--- config.mk ---
export PLATFORM = sky130hd
export DESIGN_NAME = sqrt_ctrl_flat
export DESIGN_NICKNAME = d
export VERILOG_FILES = /design/src/rtl/sqrt_pkg.sv /design/src/rtl/sqrt_ctrl_if.sv /design/src/rtl/sqrt_iter_cnt.sv /design/src/rtl/sqrt_ctrl.sv /design/src/flat_wrapper.sv
export SDC_FILE = /design/constraint.sdc
export NUM_CORES = 1
export LEC_CHECK = 0
export CORE_MARGIN = 4
export CORE_UTILIZATION = 49
export DETAILED_ROUTE_END_ITERATION = 6
export GPL_TIMING_DRIVEN = 0
export PLACE_DENSITY = 0.85
export SLEW_MARGIN = 20
export SYNTH_ARGS = -nofsm -noshare
export SYNTH_HDL_FRONTEND = slang
export SYNTH_SLANG_ARGS = --single-unit
export TNS_END_PERCENT = 10
--- constraint.sdc ---
create_clock -name clk -period 2.02 [get_ports clk]
set_input_delay 0.404 -clock clk [delete_from_list [all_inputs] [get_ports clk]]
set_output_delay 0.404 -clock clk [all_outputs]
set_load 0.05 [all_outputs]
--- src/rtl/sqrt_pkg.sv ---
// Shared definitions for the square-root sequencing controller.
package sqrt_pkg;

    typedef enum logic [2:0] {
        IDLE = 3'd0,
        LOAD = 3'd1,
        ITER = 3'd2,
        CORR = 3'd3,
        DONE = 3'd4,
        FAIL = 3'd5
    } state_t;

    // Root update encodings seen by the DataPath on mux_root.
    localparam logic       ROOT_INC      = 1'b0;   // root + 1
    localparam logic       ROOT_SEL_CORR = 1'b1;   // root + ROOT_CORR
    localparam logic [7:0] ROOT_CORR     = 8'hFD;  // -3: undoes the pipeline overshoot

    localparam int DEF_MAX_ITER = 256;

endpackage

--- src/rtl/sqrt_ctrl_if.sv ---
// Handshake and DataPath control bundle of the square-root controller.
interface sqrt_ctrl_if #(
    parameter int CNT_W = 9
);
    logic             start_i;
    logic             abort_i;
    logic             N_i;
    logic             wr_input_o;
    logic             wr_square_o;
    logic             en_pipe_o;
    logic             mux_root_o;
    logic             ready_dp_o;
    logic             busy_o;
    logic             done_o;
    logic             err_o;
    logic [CNT_W-1:0] iter_o;

    // Controller side.
    modport slave (
        input  start_i, abort_i, N_i,
        output wr_input_o, wr_square_o, en_pipe_o, mux_root_o, ready_dp_o,
               busy_o, done_o, err_o, iter_o
    );

    // System / DataPath side.
    modport master (
        output start_i, abort_i, N_i,
        input  wr_input_o, wr_square_o, en_pipe_o, mux_root_o, ready_dp_o,
               busy_o, done_o, err_o, iter_o
    );
endinterface

--- src/rtl/sqrt_iter_cnt.sv ---
// Saturating iteration counter with synchronous clear and terminal-count flag.
module sqrt_iter_cnt #(
    parameter int MAX_ITER = 256,
    parameter int CNT_W    = 9
) (
    input  logic             clk,
    input  logic             rst,
    input  logic             clr,
    input  logic             en,
    output logic [CNT_W-1:0] cnt,
    output logic             tc
);
    localparam logic [CNT_W-1:0] MAX_C  = CNT_W'(MAX_ITER);
    localparam logic [CNT_W-1:0] LAST_C = CNT_W'(MAX_ITER - 1);
    localparam logic [CNT_W-1:0] ONE_C  = {{(CNT_W-1){1'b0}}, 1'b1};

    logic [CNT_W-1:0] cnt_r;

    // Count sampled iterations; hold at MAX_ITER instead of wrapping.
    always_ff @(posedge clk or posedge rst) begin
        if (rst) begin
            cnt_r <= '0;
        end else if (clr) begin
            cnt_r <= '0;
        end else if (en && (cnt_r != MAX_C)) begin
            cnt_r <= cnt_r + ONE_C;
        end else begin
            cnt_r <= cnt_r;
        end
    end

    assign cnt = cnt_r;
    // High when the next increment reaches MAX_ITER.
    assign tc  = (cnt_r == LAST_C);

endmodule

--- src/rtl/sqrt_ctrl.sv ---
// Sequencing FSM for the two-stage pipelined square-root DataPath.
module sqrt_ctrl
    import sqrt_pkg::*;
#(
    parameter int MAX_ITER = DEF_MAX_ITER,
    parameter int CNT_W    = 9
) (
    input  logic       clk,
    input  logic       rst,
    sqrt_ctrl_if.slave bus
);
    state_t           state_r, state_nxt_s;
    logic             phase_r, phase_nxt_s;
    logic             cnt_clr_s, cnt_en_s, tc_s;
    logic [CNT_W-1:0] cnt_s;

    logic wr_input_nxt_s, wr_square_nxt_s, en_pipe_nxt_s, mux_root_nxt_s;
    logic ready_nxt_s, busy_nxt_s, done_nxt_s, err_nxt_s;
    logic wr_input_r, wr_square_r, en_pipe_r, mux_root_r;
    logic ready_r, busy_r, done_r, err_r;

    sqrt_iter_cnt #(
        .MAX_ITER (MAX_ITER),
        .CNT_W    (CNT_W)
    ) u_iter_cnt (
        .clk (clk),
        .rst (rst),
        .clr (cnt_clr_s),
        .en  (cnt_en_s),
        .cnt (cnt_s),
        .tc  (tc_s)
    );

    // State and pipeline-phase registers.
    always_ff @(posedge clk or posedge rst) begin
        if (rst) begin
            state_r <= IDLE;
            phase_r <= 1'b0;
        end else begin
            state_r <= state_nxt_s;
            phase_r <= phase_nxt_s;
        end
    end

    // Next-state logic; abort outranks both the N flag and the overflow check.
    always_comb begin
        state_nxt_s = state_r;
        phase_nxt_s = phase_r;
        cnt_clr_s   = 1'b0;
        cnt_en_s    = 1'b0;
        case (state_r)
            IDLE: begin
                if (bus.start_i) begin
                    state_nxt_s = LOAD;
                    cnt_clr_s   = 1'b1;
                end else begin
                    state_nxt_s = IDLE;
                end
            end
            LOAD: begin
                if (bus.abort_i) begin
                    state_nxt_s = IDLE;
                end else begin
                    state_nxt_s = ITER;
                    phase_nxt_s = 1'b0;
                end
            end
            ITER: begin
                if (bus.abort_i) begin
                    state_nxt_s = IDLE;
                end else begin
                    phase_nxt_s = ~phase_r;
                    // N is only meaningful once the stage-2 result is valid.
                    if (phase_r) begin
                        cnt_en_s = 1'b1;
                        if (bus.N_i) begin
                            state_nxt_s = CORR;
                        end else if (tc_s) begin
                            state_nxt_s = FAIL;
                        end else begin
                            state_nxt_s = ITER;
                        end
                    end else begin
                        state_nxt_s = ITER;
                    end
                end
            end
            CORR: begin
                if (bus.abort_i) begin
                    state_nxt_s = IDLE;
                end else begin
                    state_nxt_s = DONE;
                end
            end
            DONE:    state_nxt_s = IDLE;
            FAIL:    state_nxt_s = IDLE;
            default: state_nxt_s = IDLE;
        endcase
    end

    // Output decode from the upcoming state so every output is a flop.
    always_comb begin
        wr_input_nxt_s  = 1'b0;
        wr_square_nxt_s = 1'b0;
        en_pipe_nxt_s   = 1'b0;
        mux_root_nxt_s  = ROOT_INC;
        ready_nxt_s     = 1'b0;
        done_nxt_s      = 1'b0;
        err_nxt_s       = 1'b0;
        case (state_nxt_s)
            IDLE: begin
            end
            LOAD: begin
                wr_input_nxt_s = 1'b1;
                en_pipe_nxt_s  = 1'b1;
            end
            ITER: begin
                en_pipe_nxt_s   = 1'b1;
                wr_square_nxt_s = phase_nxt_s;
            end
            CORR: begin
                en_pipe_nxt_s  = 1'b1;
                mux_root_nxt_s = ROOT_SEL_CORR;
            end
            DONE: begin
                done_nxt_s  = 1'b1;
                ready_nxt_s = 1'b1;
            end
            FAIL: begin
                err_nxt_s = 1'b1;
            end
            default: begin
            end
        endcase
        busy_nxt_s = (state_nxt_s != IDLE);
    end

    // Output registers.
    always_ff @(posedge clk or posedge rst) begin
        if (rst) begin
            wr_input_r  <= 1'b0;
            wr_square_r <= 1'b0;
            en_pipe_r   <= 1'b0;
            mux_root_r  <= 1'b0;
            ready_r     <= 1'b0;
            busy_r      <= 1'b0;
            done_r      <= 1'b0;
            err_r       <= 1'b0;
        end else begin
            wr_input_r  <= wr_input_nxt_s;
            wr_square_r <= wr_square_nxt_s;
            en_pipe_r   <= en_pipe_nxt_s;
            mux_root_r  <= mux_root_nxt_s;
            ready_r     <= ready_nxt_s;
            busy_r      <= busy_nxt_s;
            done_r      <= done_nxt_s;
            err_r       <= err_nxt_s;
        end
    end

    assign bus.wr_input_o  = wr_input_r;
    assign bus.wr_square_o = wr_square_r;
    assign bus.en_pipe_o   = en_pipe_r;
    assign bus.mux_root_o  = mux_root_r;
    assign bus.ready_dp_o  = ready_r;
    assign bus.busy_o      = busy_r;
    assign bus.done_o      = done_r;
    assign bus.err_o       = err_r;
    assign bus.iter_o      = cnt_s;

endmodule

--- src/flat_wrapper.sv ---
// flat-port wrapper written by rule: the top's interface ports become plain ports
module sqrt_ctrl_flat import sqrt_pkg::*;
#(
    parameter int MAX_ITER = DEF_MAX_ITER,
    parameter int CNT_W    = 9
)
  (clk, rst, bus_start_i, bus_abort_i, bus_N_i, bus_wr_input_o, bus_wr_square_o, bus_en_pipe_o, bus_mux_root_o, bus_ready_dp_o, bus_busy_o, bus_done_o, bus_err_o, bus_iter_o);
  sqrt_ctrl_if #(.CNT_W(CNT_W)) bus_i ();
  input  logic clk;
  input  logic rst;
  input wire logic [$bits(bus_i.start_i)-1:0] bus_start_i;
  input wire logic [$bits(bus_i.abort_i)-1:0] bus_abort_i;
  input wire logic [$bits(bus_i.N_i)-1:0] bus_N_i;
  output wire logic [$bits(bus_i.wr_input_o)-1:0] bus_wr_input_o;
  output wire logic [$bits(bus_i.wr_square_o)-1:0] bus_wr_square_o;
  output wire logic [$bits(bus_i.en_pipe_o)-1:0] bus_en_pipe_o;
  output wire logic [$bits(bus_i.mux_root_o)-1:0] bus_mux_root_o;
  output wire logic [$bits(bus_i.ready_dp_o)-1:0] bus_ready_dp_o;
  output wire logic [$bits(bus_i.busy_o)-1:0] bus_busy_o;
  output wire logic [$bits(bus_i.done_o)-1:0] bus_done_o;
  output wire logic [$bits(bus_i.err_o)-1:0] bus_err_o;
  output wire logic [$bits(bus_i.iter_o)-1:0] bus_iter_o;
  assign bus_i.start_i = bus_start_i;
  assign bus_i.abort_i = bus_abort_i;
  assign bus_i.N_i = bus_N_i;
  assign bus_wr_input_o = bus_i.wr_input_o;
  assign bus_wr_square_o = bus_i.wr_square_o;
  assign bus_en_pipe_o = bus_i.en_pipe_o;
  assign bus_mux_root_o = bus_i.mux_root_o;
  assign bus_ready_dp_o = bus_i.ready_dp_o;
  assign bus_busy_o = bus_i.busy_o;
  assign bus_done_o = bus_i.done_o;
  assign bus_err_o = bus_i.err_o;
  assign bus_iter_o = bus_i.iter_o;
  sqrt_ctrl #(.MAX_ITER(MAX_ITER), .CNT_W(CNT_W)) u_core (.clk(clk), .rst(rst), .bus(bus_i));
endmodule
== Word-level counts from Yosys, hierarchy flattened ==
Cells that the tools add are included.

* Latch bits: 0
* Output and inout bits: 17
* Memories: 0
* Register bits after elaboration: 20
* Memory bits (read-only): 0
* Logic and storage cells: 51
* Memory bits (writable): 0

* Mux-type cells: 24
* Shift-type cells: 0
* Equal/unequal tests: 10
* $mul: 0
* Div/mod/pow operators: 0
* Reductions and logical operators: 5
* Bitwise operators: 1
* Add/subtract/negate cells: 1
* Order comparisons: 0

{| class="wikitable"
|+ Operators with widths
! operator !! number
|-
| 9-bit two-way mux || 2
|-
| 3-bit two-way mux || 5
|-
| 1-bit two-way mux || 14
|-
| 3-bit by 2-bit == test with 1-bit output (second input constant) || 4
|-
| 3-bit one-hot mux with 4 select lines || 1
|-
| 9-bit by 1-bit adder with 9-bit output (second input constant) || 1
|-
| 9-bit by 8-bit == test with 1-bit output (second input constant) || 1
|-
| 9-bit != test (second input constant) || 1
|-
| 3-bit by 1-bit == test with 1-bit output (second input constant) || 2
|-
| 3-bit == test (second input constant) || 2
|-
| 3-bit logical NOT || 1
|-
| 3-bit nonzero test || 1
|-
| 3-bit OR reduction || 1
|-
| 2-bit two-way mux || 1
|-
| 1-bit one-hot mux with 2 select lines || 1
|-
| 2-bit nonzero test || 1
|-
| 1-bit logical AND || 1
|-
| 1-bit NOT || 1
|}

== Depth between registers and ports, before layout ==
* Depth in word-level cells: 9
* Mapped depth: 7

== Hierarchy ==
Synthesis repeated with hierarchy kept, for this count alone.

* Cells, all modules: 102
* Area, all modules: 1081.0 um^2

{| class="wikitable"
|+ Modules (own cells, without submodules)
! module !! sequential area each (um^2) !! cells an instance !! area an instance (um^2) !! instances
|-
| sqrt_ctrl || 275.3 || 48 || 555.5 || 1
|-
| sqrt_iter_cnt || 225.2 || 54 || 525.5 || 1
|}

== Worst setup path before layout ==
No wires, ideal clock.

* Path kind: reg2reg
* From: reg u_core.u_iter_cnt.cnt_r[1] (netlist: u_core.u_iter_cnt.cnt[1])
* To: reg u_core.u_iter_cnt.cnt_r[1] (netlist: u_core.u_iter_cnt.cnt[1])
* Library setup time: 0.125 ns
* Path buffers: 0
* Cell stages (with the launch flop): 6
* Clock period less this slack: 1.920 ns
* Arrival time: 1.795 ns
* Path slack: 0.100 ns
* Cell sequence: dfrtp_1 > inv_1 > ha_1 > and2_1 > a31oi_1 > mux2_2

* Longest elaborated chain between the ends: 3

{| class="wikitable"
|+ Ends and longest elaborated chain
! element !! line !! source
|-
| from (decl) || sqrt_iter_cnt.sv:17 || <nowiki>logic [CNT_W-1:0] cnt_r;</nowiki>
|-
| from (signal assigned) || sqrt_iter_cnt.sv:26 || <nowiki>cnt_r <= cnt_r + ONE_C;</nowiki>
|-
| from (signal assigned) || sqrt_iter_cnt.sv:28 || <nowiki>cnt_r <= cnt_r;</nowiki>
|-
| 9-bit by 1-bit adder with 9-bit output or 9-bit != test (tied branches) || sqrt_iter_cnt.sv:26, sqrt_iter_cnt.sv:25 ||
|-
| 9-bit two-way mux or 1-bit logical AND (tied branches) || sqrt_iter_cnt.sv:25 || <nowiki>end else if (en && (cnt_r != MAX_C)) begin</nowiki>
|-
| 9-bit two-way mux or 2-bit nonzero test (tied branches) || - ||
|}

Parallel ways exist; a longest one is shown, timed or not. The select of a mux whose other input is x is not followed.
A chain may end at the register's enable or synchronous reset.

== Final worst setup path ==
* From: reg u_core.ready_r (netlist: u_core.bus.ready_dp_o)
* To: out bus_ready_dp_o

{| class="wikitable"
|+ RTL lines
! element !! line !! source
|-
| from (decl) || sqrt_ctrl.sv:20 || <nowiki>logic ready_r, busy_r, done_r, err_r;</nowiki>
|-
| from (signal assigned) || sqrt_ctrl.sv:154 || <nowiki>ready_r <= ready_nxt_s;</nowiki>
|-
| to (decl) || flat_wrapper.sv:18 || <nowiki>output wire logic [$bits(bus_i.ready_dp_o)-1:0] bus_ready_dp_o;</nowiki>
|}

No word-level cell between the ends.

==> run_summary.xml <==
<?xml version="1.0" encoding="UTF-8"?>
<metrics>
  <group name="synth">
    <metric name="mean_cell_area_of_the_mapped_netlist" unit="um2">10.0</metric>
    <metric name="yosys.area.top_type_share" unit="">0.472</metric>
    <metric name="post-synth-top-area-cell" unit="">sky130_fd_sc_hd__dfrtp_1</metric>
    <metric name="synth_cell_types" unit="">36</metric>
    <metric name="synthTopCellsByArea" unit="">sky130_fd_sc_hd__dfrtp_1 47%, sky130_fd_sc_hd__ha_1 5.9%, sky130_fd_sc_hd__nand2_1 3.9%, sky130_fd_sc_hd__mux2i_1 3.8%, sky130_fd_sc_hd__inv_1 3.5%</metric>
    <metric name="synth_sequential_area_ratio" unit="">0.472</metric>
    <metric name="synthesis.instances" unit="">106</metric>
    <metric name="synth.ff_latch_count" unit="">20</metric>
    <metric name="dominantRegCellSynth" unit="">sky130_fd_sc_hd__dfrtp_1</metric>
    <metric name="yosysWarnings" unit="">0</metric>
    <metric name="synth_async_sr_flop_share" unit="">1.00</metric>
    <metric name="syn_area" unit="um2">1060</metric>
    <metric name="synthesis.nets" unit="">116</metric>
    <metric name="edff_count_synth" unit="">0</metric>
  </group>
  <group name="sta">
    <metric name="timing.slew.headroom" unit="">0.511</metric>
    <metric name="rsz0062_at_grt" unit="">false</metric>
    <metric name="setup_viol" unit="">0</metric>
    <metric name="minimum_clock_period" unit="ps">1960</metric>
    <metric name="timing_max_transition_violations_final" unit="">0</metric>
    <metric name="fmaxAchievable" unit="MHz">510</metric>
    <metric name="max_slew.worst_pin.slew" unit="ps">733</metric>
    <metric name="setup-tns-final" unit="ps">0</metric>
    <metric name="hold_violations" unit="">0</metric>
    <metric name="clock-skew-final" unit="ps">5.60</metric>
    <metric name="finalCritPeriodShare" unit="">0.971</metric>
  </group>
  <group name="route">
    <metric name="firstDrtPassIters" unit="">4</metric>
    <metric name="drt-initial-drc-count" unit="">7</metric>
    <metric name="route.vias.total" unit="">858</metric>
    <metric name="post_drt_via_cell_ratio" unit="">5.43</metric>
    <metric name="wl" unit="mm">1.98</metric>
    <metric name="detail_route.wl_per_cell" unit="um">12.5</metric>
    <metric name="drc_errors" unit="">0</metric>
    <metric name="detail-route-antenna-nets" unit="">0</metric>
  </group>
  <group name="pwr">
    <metric name="power_leakage" unit="nW">0.641</metric>
    <metric name="pwr_density_cell" unit="nW/um2">833</metric>
    <metric name="vdd.ir_drop.worst" unit="mV">0.560</metric>
  </group>
  <group name="clocking">
    <metric name="clock_tree_root_driver_cell" unit="">sky130_fd_sc_hd__clkbuf_4</metric>
    <metric name="post-cts-setup-buffers" unit="">0</metric>
    <metric name="total_of_hold_buffers_inserted_after_clock_tree_synthesis" unit="">0</metric>
    <metric name="cts_buffer_depth" unit="">2</metric>
    <metric name="cts-buffers-inserted" unit="">3</metric>
    <metric name="cts_num_sinks" unit="">20</metric>
    <metric name="tritoncts" unit="">yes</metric>
    <metric name="clk_latency" unit="ps">300</metric>
    <metric name="cts.reportedPaths.clkPinSlew" unit="ps">120</metric>
    <metric name="cts_resized" unit="">2</metric>
    <metric name="cts_htree_levels" unit="">1</metric>
  </group>
  <group name="cells_and_area">
    <metric name="multi_input_comb_area" unit="um2">470</metric>
    <metric name="number_of_nets_in_the_final_layout" unit="">142</metric>
    <metric name="drive_gt1_frac" unit="">0.0992</metric>
    <metric name="layout_commonest_cell" unit="">sky130_fd_sc_hd__dfrtp_1</metric>
    <metric name="area_growth" unit="%">29.2</metric>
    <metric name="antenna_cells" unit="">0</metric>
    <metric name="regArea" unit="um2">500</metric>
    <metric name="final_cell_area" unit="um2">1370</metric>
    <metric name="fillerInstances" unit="">148</metric>
    <metric name="final_cell_mix" unit="">20 x sky130_fd_sc_hd__dfrtp_1, 15 x sky130_fd_sc_hd__clkdlybuf4s50_1, 11 x sky130_fd_sc_hd__nand2_1, 10 x sky130_fd_sc_hd__inv_1, 7 x sky130_fd_sc_hd__nor2_1</metric>
  </group>
  <group name="worst_setup_path">
    <metric name="timing.critical_path.fanout_max" unit="">2</metric>
    <metric name="r2r_setup_slack" unit="ps">270</metric>
    <metric name="r2r_start" unit="">u_core.u_iter_cnt.cnt[0]$_DFFE_PP0P_</metric>
    <metric name="worst_setup_path_endpoint" unit="">bus_ready_dp_o</metric>
    <metric name="setup.worst_path.start" unit="">u_core.bus.ready_dp_o$_DFF_PP0_</metric>
    <metric name="criticalPathCategory" unit="">register to primary output</metric>
    <metric name="timing.rr.end" unit="">u_core.bus.wr_square_o$_DFF_PP0_</metric>
    <metric name="cp.arrival" unit="ps">1560</metric>
    <metric name="cp-start-kind" unit="">register</metric>
    <metric name="worstPathRequired" unit="ps">1620</metric>
    <metric name="critPathCaptureType" unit="">primary output</metric>
    <metric name="depth_of_the_most_critical_reg_to_reg_path" unit="">7</metric>
  </group>
  <group name="die">
    <metric name="placeable_core_region" unit="um2">2000</metric>
    <metric name="initial_core_utilization" unit="">0.530</metric>
    <metric name="io_pins" unit="">22</metric>
    <metric name="rows" unit="">16</metric>
    <metric name="die-area" unit="um2">2970</metric>
    <metric name="floorplan.die.width" unit="um">54.5</metric>
    <metric name="die_height" unit="um">54.5</metric>
  </group>
  <group name="hold_path">
    <metric name="worst_hold_path_type" unit="">primary input to async pin</metric>
  </group>
  <group name="grt">
    <metric name="grt_start_max_net_pins" unit="">21</metric>
    <metric name="grt_overflow" unit="">0</metric>
    <metric name="grt_pass1_vias" unit="">863</metric>
    <metric name="grt_pass1_wl" unit="mm">3.53</metric>
    <metric name="antenna_found_initial" unit="">0</metric>
    <metric name="aggregate_global_route_resource_usage" unit="">0.163</metric>
  </group>
  <group name="placement">
    <metric name="post_dp_area" unit="um2">1310</metric>
    <metric name="dp_hpwl" unit="mm">1.53</metric>
    <metric name="final_replace_weighted_congestion" unit="">0.837</metric>
    <metric name="port_buffers" unit="">21</metric>
  </group>
  <group name="outcome">
    <metric name="run_status" unit="">completed</metric>
  </group>
  <group name="job">
    <metric name="cap_viol_max_count" unit="">0</metric>
  </group>
</metrics>
-- metrics by stage --
stage / util / power (mW) / instances / hold slack [ps] / setup slack, ps
floorplan: - / 0.727 / 106 / 368 / 100
global placement: 0.652 / 0.818 / 154 / 528 / -245
detailed placement: 0.652 / 0.828 / 154 / 527 / -284
CTS: 0.677 / 1.16 / 158 / 533 / 2.46
global route: 0.685 / 1.20 / 158 / 563 / 10.2
finish: 0.685 / 1.14 / 158 / 509 / 58.0
-- routing by layer --
| layer | track usage | wire length (um) | vias up |
|---|---|---|---|
| li1 | - | - | 424 |
| met1 | 0.188 | 919 | 411 |
| met2 | 0.285 | 948 | 19 |
| met3 | 0.0245 | 68 | 4 |
| met4 | 0.0913 | 44 | 0 |
| met5 | 0 | 0 | - |
-- Yosys cell counts, types with 2 or more instances --
library cell / number
sky130_fd_sc_hd__a21oi_1: 4
sky130_fd_sc_hd__inv_1: 10
sky130_fd_sc_hd__nor2b_1: 2
sky130_fd_sc_hd__or4_1: 2
sky130_fd_sc_hd__o21ai_0: 3
sky130_fd_sc_hd__o31ai_1: 3
sky130_fd_sc_hd__ha_1: 5
sky130_fd_sc_hd__a31oi_1: 2
sky130_fd_sc_hd__nor3_1: 2
sky130_fd_sc_hd__dfrtp_1: 20
sky130_fd_sc_hd__nor4b_1: 2
sky130_fd_sc_hd__nand3_1: 4
sky130_fd_sc_hd__nand2_1: 11
sky130_fd_sc_hd__mux2i_1: 4
sky130_fd_sc_hd__buf_6: 2
sky130_fd_sc_hd__nand3b_1: 3
sky130_fd_sc_hd__o41ai_1: 2
sky130_fd_sc_hd__nor2_1: 7
-- registers in the layout, summed over array words and instances (netlist names) --
name and cells:
u_core.u_iter_cnt.cnt 9, u_core.state_r 3, u_core.bus.busy_o 1, u_core.bus.en_pipe_o 1, u_core.bus.err_o 1, u_core.bus.mux_root_o 1
u_core.bus.ready_dp_o 1, u_core.bus.wr_input_o 1, u_core.bus.wr_square_o 1, u_core.phase_r 1
-- worst min-delay path by stage --
stage / start / to / slack (ps) / cells after the start
after global placement: u_core.u_iter_cnt.cnt[6]$_DFFE_PP0P_ / u_core.u_iter_cnt.cnt[6]$_DFFE_PP0P_ / 530 / 1
after CTS: rst / u_core.bus.ready_dp_o$_DFF_PP0_ / 530 / 2
after global routing: u_core.u_iter_cnt.cnt[6]$_DFFE_PP0P_ / u_core.u_iter_cnt.cnt[6]$_DFFE_PP0P_ / 560 / 1
final: rst / u_core.bus.busy_o$_DFF_PP0_ / 510 / 2
after floorplan: rst / u_core.bus.busy_o$_DFF_PP0_ / 370 / 1
after detailed placement: u_core.u_iter_cnt.cnt[6]$_DFFE_PP0P_ / u_core.u_iter_cnt.cnt[6]$_DFFE_PP0P_ / 530 / 1
-- worst max-delay path, stage by stage (launching register included) --
cell	delay, ps
sky130_fd_sc_hd__dfrtp_1	370
sky130_fd_sc_hd__buf_4	100
sky130_fd_sc_hd__clkdlybuf4s50_1	790
-- cells by family (layout without fill, tap and decap cells) --
| kind of cell | after synthesis | in the layout | synth area share |
|---|---|---|---|
| AO/OA/AOI/OAI | 18 | 18 | 0.113 |
| XOR/XNOR | 1 | 1 | 0.00826 |
| adder cells (fa/ha/maj) | 5 | 5 | 0.0590 |
| buffers and inverters | 17 | 42 | 0.0908 |
| flip-flops | 20 | 20 | 0.472 |
| multiplexers | 5 | 5 | 0.0483 |
| AND/OR/NAND/NOR | 40 | 40 | 0.209 |
-- cell type report --
cell class                      count  share of cell area
Buffer                              6              0.0310
Clock buffer                        3              0.0164
Clock inverter                      1              0.0219
Inverter                           11              0.0392
Multi-Input combinational cell     69               0.343
Sequential cell                    20               0.365
Tap cell                           27              0.0246
Timing Repair Buffer               21               0.159
-- power by group --
group          internal, mW  switching (mW)  total, mW  leakage, nW
logic                 0.124           0.215      0.340        0.342
registers             0.444          0.0320      0.476        0.270
clock network         0.201           0.126      0.327       0.0279
total                 0.769           0.373       1.14        0.641
Power figures use the tool's default switching activity.
